$ cat config.mk
export PLATFORM = sky130hd
export DESIGN_NAME = pcie_egress
export DESIGN_NICKNAME = d
export VERILOG_FILES = /design/src/rtl/pcie_egress.sv
export SDC_FILE = /design/constraint.sdc
export NUM_CORES = 1
export LEC_CHECK = 0
export CAP_MARGIN = 20
export CORE_ASPECT_RATIO = 0.75
export CORE_UTILIZATION = 45
export CTS_CLUSTER_DIAMETER = 60
export CTS_CLUSTER_SIZE = 12
export DETAILED_ROUTE_END_ITERATION = 16
export HOLD_SLACK_MARGIN = 0.15
export PLACE_DENSITY_LB_ADDON = 0.25
export SYNTH_ARGS = -nofsm -noshare
export SYNTH_HDL_FRONTEND = slang
export SYNTH_SLANG_ARGS = --single-unit
$ cat constraint.sdc
create_clock -name clk -period 5.6 [get_ports clk]
set_input_delay 1.12 -clock clk [delete_from_list [all_inputs] [get_ports clk]]
set_output_delay 1.12 -clock clk [all_outputs]
set_load 0.05 [all_outputs]
$ cat src/rtl/pcie_egress.sv
// pcie_egress: builds 3DW MRd/MWr TLPs onto a 32-bit AXI-Stream host port
module pcie_egress #(
   parameter int BUF_DEPTH_BITS = 10
) (
   input  logic                      clk,
   input  logic                      rst,
   input  logic                      i_axi_egress_ready,
   output logic [31:0]               o_axi_egress_data,
   output logic [3:0]                o_axi_egress_keep,
   output logic                      o_axi_egress_last,
   output logic                      o_axi_egress_valid,
   input  logic                      i_en,
   input  logic                      i_cmd_write,
   input  logic [31:0]               i_addr,
   input  logic [9:0]                i_dword_count,
   input  logic [15:0]               i_requester_id,
   input  logic [7:0]                i_tag,
   output logic                      o_finished,
   output logic                      o_buf_rd_stb,
   output logic [BUF_DEPTH_BITS-1:0] o_buf_addr,
   input  logic [31:0]               i_buf_data,
   output logic [3:0]                o_state,
   output logic [7:0]                o_egress_count
);
   typedef enum logic [3:0] {
      IDLE = 4'd0, HDR0 = 4'd1, HDR1 = 4'd2, HDR2 = 4'd3, DATA = 4'd4, DONE = 4'd5
   } state_t;
   state_t state, state_nx;
   logic        r_write;
   logic [29:0] r_addr;
   logic [9:0]  r_len;
   logic [15:0] r_id;
   logic [7:0]  r_tag;
   logic [10:0] r_rd_count, r_data_count, total;
   logic [31:0] fifo_mem [2];
   logic        fifo_rp, fifo_wp, r_pending;
   logic [1:0]  fifo_count;
   logic        xfer, pop, start, fifo_nempty, in_tlp;
   logic [31:0] dw0, dw1, dw2;
   assign total       = (r_len == 10'd0) ? 11'd1024 : {1'b0, r_len};
   assign fifo_nempty = fifo_count != 2'd0;
   assign in_tlp      = state == HDR0 || state == HDR1 || state == HDR2 || state == DATA;
   assign xfer        = o_axi_egress_valid & i_axi_egress_ready;
   assign pop         = xfer & (state == DATA);
   assign start       = state == IDLE && i_en && !o_finished;
   assign dw0 = {1'b0, r_write, 1'b0, 19'd0, r_len};
   assign dw1 = {r_id, r_tag, (total > 11'd1) ? 4'hF : 4'h0, 4'hF};
   assign dw2 = {r_addr, 2'b00};
   // A slot freed by this cycle's pop counts as free, which keeps the payload bubble-free at full rate.
   assign o_buf_rd_stb = r_write && in_tlp && r_rd_count < total &&
                         ({1'b0, fifo_count} + {2'b0, r_pending} - {2'b0, pop}) < 3'd2;
   assign o_axi_egress_valid = (state == HDR0 || state == HDR1 || state == HDR2) ||
                               (state == DATA && fifo_nempty);
   assign o_axi_egress_data  = !o_axi_egress_valid ? 32'h0 :
                               state == HDR0 ? dw0 :
                               state == HDR1 ? dw1 :
                               state == HDR2 ? dw2 : fifo_mem[fifo_rp];
   assign o_axi_egress_keep  = o_axi_egress_valid ? 4'hF : 4'h0;
   assign o_axi_egress_last  = (state == HDR2 && !r_write) ||
                               (state == DATA && fifo_nempty && r_data_count == total - 11'd1);
   assign o_finished = state == DONE;
   assign o_state    = state;
   // Next-state logic: headers advance on transfer, payload ends on the Nth beat.
   always_comb begin
      state_nx = state;
      case (state)
         IDLE:    state_nx = start ? HDR0 : IDLE;
         HDR0:    state_nx = xfer ? HDR1 : HDR0;
         HDR1:    state_nx = xfer ? HDR2 : HDR1;
         HDR2:    state_nx = xfer ? (r_write ? DATA : DONE) : HDR2;
         DATA:    state_nx = (pop && r_data_count == total - 11'd1) ? DONE : DATA;
         DONE:    state_nx = i_en ? DONE : IDLE;
         default: state_nx = IDLE;
      endcase
   end
   // State, command latch, counters and FIFO bookkeeping.
   always_ff @(posedge clk) begin
      if (rst) begin
         state          <= IDLE;
         r_write        <= 1'b0;
         r_addr         <= '0;
         r_len          <= '0;
         r_id           <= '0;
         r_tag          <= '0;
         r_rd_count     <= '0;
         r_data_count   <= '0;
         o_buf_addr     <= '0;
         r_pending      <= 1'b0;
         fifo_rp        <= 1'b0;
         fifo_wp        <= 1'b0;
         fifo_count     <= '0;
         o_egress_count <= '0;
      end else begin
         state      <= state_nx;
         r_pending  <= o_buf_rd_stb;
         fifo_count <= fifo_count + {1'b0, r_pending} - {1'b0, pop};
         if (start) begin
            r_write      <= i_cmd_write;
            r_addr       <= i_addr[31:2];
            r_len        <= i_dword_count;
            r_id         <= i_requester_id;
            r_tag        <= i_tag;
            r_rd_count   <= '0;
            r_data_count <= '0;
            o_buf_addr   <= '0;
         end
         if (o_buf_rd_stb) begin
            r_rd_count <= r_rd_count + 11'd1;
            o_buf_addr <= o_buf_addr + 1'b1;
         end
         if (r_pending) fifo_wp <= ~fifo_wp;
         if (pop) begin
            fifo_rp      <= ~fifo_rp;
            r_data_count <= r_data_count + 11'd1;
         end
         if (state != DONE && state_nx == DONE) o_egress_count <= o_egress_count + 8'd1;
      end
   end
   // Skid FIFO storage captures buffer data one cycle after each strobe.
   always_ff @(posedge clk) begin
      if (r_pending) fifo_mem[fifo_wp] <= i_buf_data;
   end
endmodule

## Word level (Yosys, flattened, before mapping)

Memory sizes are Yosys's and may differ from the RTL's. A register that Yosys moved wholly into a read port is not among the register bits.
Cells that the tools add are included.

| word-level totals | value |
|---|---|
| memories kept | 1 |
| RAM bits | 64 |
| ROM bits | 0 |
| bits of input ports | 103 |
| bits in latches | 0 |
| output and inout port bits | 62 |
| flip-flop bits (word level) | 114 |

| cells by class | value |
|---|---|
| magnitude comparators | 3 |
| bitwise operators | 4 |
| shift-type cells | 0 |
| mux-type cells | 24 |
| equal/unequal tests | 8 |
| reductions and logical operators | 22 |
| div/mod/pow operators | 0 |
| multiply operators | 0 |
| $add $sub $neg | 9 |

Memories:

| memory | words | bits a word | rd ports | clocked after Yosys merged registers in | wr ports | RTL line | RTL |
|---|---|---|---|---|---|---|---|
| fifo_mem | 2 | 32 | 1 | 1 | 1 | 35 | `logic [31:0] fifo_mem [2];` |

Operator list:

| kind | number |
|---|---|
| $mux W32 | 4 |
| $mux W11 | 4 |
| $add A11 B1 Y11 const B | 2 |
| $mux W10 | 2 |
| $pmux W3 S6 | 1 |
| $eq A4 B3 Y1 const B | 3 |
| $eq A11 B11 Y1 | 1 |
| $gt A11 B1 Y1 const B | 1 |
| $lt A11 B11 Y1 | 1 |
| $sub A11 B1 Y11 const B | 1 |
| $add A10 B1 Y10 const B | 1 |
| $logic_and A1 B1 Y1 | 10 |
| $logic_not A10 Y1 | 1 |
| $add A8 B1 Y8 const B | 1 |
| $eq A4 B2 Y1 const B | 2 |
| $mux W1 | 8 |
| $mux W4 | 2 |
| $mux W3 | 2 |
| $reduce_bool A2 Y1 | 3 |
| $logic_or A1 B1 Y1 | 5 |
| $eq A4 B1 Y1 const B | 1 |
| $logic_not A4 Y1 | 1 |
| $ne A4 B3 Y1 const B | 1 |
| $add A2 B1 Y3 | 1 |
| 8 further kinds | 11 |

## Depth between registers and ports, before layout

Gate-level depths: netlist (run 1).

| depth | value |
|---|---|
| word-level depth | 11 |
| gate-level depth with buffers | 20 |
| depth with buffers taken out | 18 |

## Worst setup path after synthesis (run 1)

Ideal clock, no wire load.

| path | value |
|---|---|
| path type | register to output |
| start point | register state[1], in the netlist o_state[1] |
| end point | output port o_buf_rd_stb |
| slack | 0.525 ns |
| buffers on the path | 2 |
| arrival | 3.955 ns |
| stages on the path, launching flop included | 15 |
| cell sequence | dfxtp_1 buf_1 nor3_1 nand2_1 clkinv_1 ha_1 inv_1 ha_1 inv_1 fa_1 xor2_1 a2111o_1 a221oi_1 o221a_2 clkbuf_1 |

| on the way | value |
|---|---|
| longest elaborated chain between the ends | 9 |

RTL lines:

| item | RTL line | RTL |
|---|---|---|
| start, declared | 28 | `state_t state, state_nx;` |
| start signal, assigned | 94 | `state <= state_nx;` |
| $eq A4 B1 Y1 or $eq A4 B2 Y1 (tied branches) | 52 | `assign o_axi_egress_valid = (state == HDR0 \|\| state == HDR1 \|\| state == HDR2) \|\|` |
| $logic_or A1 B1 Y1 (3 in a row) | 52 |  |
| $and A1 B1 Y1 | 43 | `assign xfer = o_axi_egress_valid & i_axi_egress_ready;` |
| $and A1 B1 Y1 (*) | 44 | `assign pop = xfer & (state == DATA);` |
| net pop | 38 | `logic xfer, pop, start, fifo_nempty, in_tlp;` |
| $sub A3 B1 Y3 (*) | 51 | `({1'b0, fifo_count} + {2'b0, r_pending} - {2'b0, pop}) < 3'd2;` |
| $lt A3 B2 Y1 (*) | 51 |  |
| $logic_and A1 B1 Y1 (*) | 50 | `assign o_buf_rd_stb = r_write && in_tlp && r_rd_count < total &&` |
| end, declared | 19 | `output logic o_buf_rd_stb,` |

Mark *: on every way through the listed nets, which the timed path passes. The rest lies on a longest branch.

## Worst setup path in the final report (run 1)

| path | value |
|---|---|
| start point | input port i_axi_egress_ready |
| end point | output port o_buf_rd_stb |

| on the way | value |
|---|---|
| longest elaborated chain between the ends | 5 |

RTL lines:

| item | RTL line | RTL |
|---|---|---|
| start, declared | 7 | `input logic i_axi_egress_ready,` |
| $and A1 B1 Y1 | 43 |  |
| $and A1 B1 Y1 | 44 |  |
| net pop | 38 |  |
| $sub A3 B1 Y3 | 51 |  |
| $lt A3 B2 Y1 | 51 |  |
| $logic_and A1 B1 Y1 | 50 |  |

The timed path passes the listed nets, and every way through them passes these cells.

==> reports/results.txt, run 1 <==
DPL Wire Length = 14310 um
Crit-path cells = clkdlybuf4s50_1 -> nand2_1 -> clkinv_1 -> ha_1 -> inv_1 -> ha_1 -> inv_1 -> fa_1 -> xor2_1 -> a2111o_1 -> a221oi_1 -> o221a_2 -> buf_12
I/O pin total = 165
Clk root buf = clkbuf_16
Final std cells w/o fill = 1278
Hold Buf Count CTS = 0
Synth top area cells = dfxtp_1, edfxtp_1, nand2_1
Crit end category = primary output
Antenna Cells = 0
Clock transition at path regs = 0.07 ns
Clk sinks = 178
Setup Buffers After CTS = 0
Worst vdd ir = 182.3 uV
Post-synth top cells = nand2_1, dfxtp_1, a21oi_1
IO Port Bufs = 161
Worst setup path startpoint = i_axi_egress_ready
FMAX = 0.1911 GHz
Final ANT Viol Nets = 0
Drt pass-1 iters = 5
Pin count of the biggest net entering global routing = 67
Critical-path top delay cell = clkdlybuf4s50_1
Placed insts = 1245
DIE AREA = 19090 um2
EDFF count, synth = 64
Core Rows = 42
Synth top area share = 0.2735
DRC errors left = 0
Crit path buf inv count = 5
Drt wl/cell = 16.50 um
Initial Util = 0.4669
Core Util, Final = 0.6006
Max-slew headroom = 0.3482
Seq/Total Area, Yosys = 0.5039
Leak = 3.757 nW
Max cap viols = 0
RR Startpoint = o_state[2]
Nets = 1146
Setup TNS = 0 ns
RSZ-0062 raised after global routing = false
Syn avg cell area = 9.270 um2
Vias in the first global route = 6233
Cts bufs inserted = 17
Layout cells sized above 1 = 0.06467
Hold WC Path Type = register to register
Vert. Die Dim = 119.9 um
Max Slew Vio Count = 0
Hold Slack = 0.4563 ns
First-pass GRT wire length = 33540 um
Minimum clock period after layout = 5.232 ns
Worst Setup Start Kind = input port
Deepest clock path buffer count = 2
WP data required = 4.48 ns
Fin Clk Skew = 0.009070 ns
Power per cell area = 306.8 nW/um2
Drt initial violations = 415
Final Hold Viols = 0
Setup violators final = 0
Gr usage total = 0.2244
Initial antenna violation count = 0
Seq cells post-synth = 178
Post-route clock period utilization = 0.9344
Largest stage delay, worst path = 0.51 ns
H-tree depth = 4
TritonCTS clock tree = done
Core box area = 17870 um2
Mapped cell area = 8343 um2
Post-Synthesis Cells = 900
Synth warnings = 0
CP Max Fanout = 6
GRT overflow = 0
Largest area contributor in the synthesized netlist = dfxtp_1
Post-Route WL = 21080 um
Vias per cell = 5.387
Critical path class = input port to primary output
Hold_sp = r_id[2]
Arr. time, crit path = 4.11 ns
Worst slew pin tran = 0.9757 ns
# resized after CTS = 0
Via count = 6885
Die width = 159.2 um
Delay-heaviest family, CP = buffers and inverters
Worst skew pair latency = 0.43 ns
Distinct cells, synth = 63
Outcome = finished, final reports clean
Reg2reg setup slack = 1.30 ns
Mapped Nets = 1023
Top-count cell post-synth = nand2_1
RD Place Congestion = 0.8720
Async S/R FF share, synth = 0
Synth-to-Final Area Change = 28.61%
Most used DFF post-synth = dfxtp_1
## stage by stage
stage | total power, mW | worst slack, ns | cell area (um2)
CTS | 3.307 | 0.3734 | 10710
finish | 3.292 | 0.3676 | 10730
detailed placement | 2.073 | 0.3846 | 10080
floorplan | 1.846 | 0.5254 | 8343
global route | 3.407 | 0.1374 | 10730
global placement | 2.068 | 0.4324 | 10080
## final timing paths
check | end | cells past startpoint
max | o_buf_rd_stb | 13
min | r_id[2] | 2
max reg2reg | o_buf_addr[6] | 19
min reg2reg | r_id[2] | 2
## layout by cell type (no fill, tap or decap), types with 8 or more instances in the layout
master,netlist,final
nand2_1,169,169
clkdlybuf4s50_1,0,159
dfxtp_1,114,112
a21oi_1,92,92
edfxtp_1,64,64
a211oi_1,51,51
nor2_1,48,48
mux2i_1,32,32
o21ai_0,30,30
nor2b_1,29,27
nand3_1,23,22
inv_1,20,20
ha_1,19,19
clkbuf_16,0,17
xor2_1,13,13
xnor2_1,11,11
nor3_1,9,9
buf_4,6,9
or3_1,8,8
nand4_1,8,8
and3_1,9,8
## layout make-up
cell class	instances	area, um2
well taps	242	302.8
inverters	22	82.58
multi-input cells	633	3786
fillers	1548	7137
flip-flops and latches	178	4207
repair buffers	171	1719
clock buffers	17	425.4
clock inverters	15	207.7
## state kept, by name, indices dropped and copies added (netlist names), named ones only
name,cells
fifo_count,2
fifo_mem,64
fifo_rp,1
fifo_wp,1
o_buf_addr,10
o_egress_count,8
o_state,3
r_addr,30
r_data_count,11
r_id,16
r_len,10
r_pending,1
r_rd_count,11
r_tag,8
r_write,1
## kinds of logic after synthesis
kind of cell	synth area share
and+or+nand+nor	0.1825
AOI/OAI and AO/OA	0.1656
DFF	0.5039
buffers and inverters	0.04499
muxes	0.04649
xor gates and xnor gates	0.02519
adders and majority gates	0.03089
other	0.0004495
## worst min-delay path, delay by kind of cell, from the launching register on
family / cells / cell delay, ns
AND/OR/NAND/NOR: 1 / 0.05
flip-flops: 1 / 0.31
AO/OA/AOI/OAI: 1 / 0.05
## layer usage
layer	part of all wire	track usage
met4	0.0099	0.05228
met3	0.078	0.05911
met5	0	0
met2	0.41	0.3218
met1	0.50	0.3338
## power by group
| group | total [mW] | switching (mW) | internal [mW] |
|---|---|---|---|
| Combinational | 0.633 | 0.394 | 0.239 |
| Clock | 1.24 | 0.589 | 0.652 |
| Sequential | 1.42 | 0.0380 | 1.38 |
No activity file was read; power rests on OpenSTA's default activity.
==> run 2: changes to the inputs <==
- CORE_UTILIZATION: 45 -> 52
==> run 2 against run 1 <==
  * Die area is 13% lower
  * Utilization is 8.7 points higher
  * Cell count is 3.1% lower
  * Via count is 1.4% higher
  * Combinational power hardly changed
==> reports/results.txt, run 2 (synthesized netlist as in run 1, its figures left out) <==
Setup violators final = 0
Vias per cell = 5.637
IO Port Bufs = 161
Worst setup path startpoint = i_axi_egress_ready
Worst Setup Start Kind = input port
Post-Route WL = 21350 um
Drt pass-1 iters = 5
Die width = 148.3 um
Setup TNS = 0 ns
Vias in the first global route = 6536
Hold Slack = 0.4553 ns
Commonest cells after routing, fill and taps aside = nand2_1, clkdlybuf4s50_1, dfxtp_1
FMAX = 0.1887 GHz
Drt wl/cell = 17.23 um
Commonest non-fill, non-tap cell in the layout = nand2_1
Clk sinks = 178
Initial antenna violation count = 0
Largest Register = fifo_mem
RSZ-0062 raised after global routing = false
Via count = 6984
Largest register FFs = 64
Arr. time, crit path = 4.18 ns
RD Place Congestion = 0.9047
First-pass GRT wire length = 34130 um
GRT overflow = 0
Final Worst Setup Slack = 0.3008 ns
Drt initial violations = 605
Setup Buffers After CTS = 0
Max cap viols = 0
Regs by FF count = fifo_mem x64, r_addr x30, r_id x16
DPL Wire Length = 14160 um
Hold Buf Count CTS = 0
Max Slew Vio Count = 0
Worst slack at placement = 0.3596 ns
TritonCTS clock tree = done
Cts bufs inserted = 17
DIE AREA = 16560 um2
I/O pin total = 165
Power per cell area = 308.8 nW/um2
Max-slew headroom = 0.3000
# resized after CTS = 0
Crit end category = primary output
Leak = 3.725 nW
DRC errors left = 0
Vert. Die Dim = 111.7 um
H-tree depth = 4
Final std cells w/o fill = 1239
WP data required = 4.48 ns
Worst skew pair latency = 0.43 ns
Worst slew pin tran = 1.050 ns
Fin Clk Skew = 0.009189 ns
Critical path class = input port to primary output
Outcome = finished, final reports clean
Deepest clock path buffer count = 2
Final ANT Viol Nets = 0
Nets = 1144
Design area = 10630 um2
Worst vdd ir = 222.8 uV
CP Max Fanout = 6
Core box area = 15470 um2
Synth-to-Final Area Change = 27.41%
Post-DP Area = 10020 um2
Pin count of the biggest net entering global routing = 97
Core Util, Final = 0.6872
Minimum clock period after layout = 5.299 ns
Gr usage total = 0.2666
Final Hold Viols = 0
Hold_sp = r_id[15]
Core Rows = 39
Layout cells sized above 1 = 0.06190
Placed insts = 1207
Hold WC Path Type = register to register
Tot Pwr = 3.282 mW
Post-route clock period utilization = 0.9463
Antenna Cells = 0
Clk root buf = clkbuf_16
Initial Util = 0.5394
Clock transition at path regs = 0.07 ns
RR Startpoint = o_state[2]
-- run 2: area by class of cell --
| class | count | area [um2] |
|---|---|---|
| flip-flops and latches | 178 | 4207 |
| multi-input cells | 633 | 3786 |
| fillers | 1230 | 4838 |
| repair buffers | 169 | 1692 |
| well taps | 205 | 256.5 |
| clock buffers | 18 | 429.2 |
| clock inverters | 14 | 177.7 |
| inverters | 22 | 82.58 |
-- run 2: routing by layer --
metal,track usage,wire length [um]
met3,0.06967,1853
met5,0,0
met4,0.07698,233
met1,0.3848,9938
met2,0.3919,9320
-- run 2: where the power goes --
group | internal [mW] | switching (mW)
clock network | 0.709 | 0.521
logic | 0.236 | 0.396
registers | 1.38 | 0.0393
-- run 2: worst paths after layout --
path                   endpoint  slack [ns]  cells past startpoint
hold / removal         r_id[15]        0.46                      2
setup / recovery   o_buf_rd_stb        0.30                     13
hold reg to reg        r_id[15]        0.46                      2
setup reg to reg  o_buf_addr[6]        1.20                     19
-- run 2: worst max-delay path, stage by stage --
cell	delay, ns
clkdlybuf4s50_1	0.51
nand2_1	0.15
clkinv_1	0.22
ha_1	0.35
inv_1	0.06
ha_1	0.12
inv_1	0.04
fa_1	0.37
xor2_1	0.15
a2111o_1	0.39
a221oi_1	0.23
o221a_2	0.31
buf_12	0.15
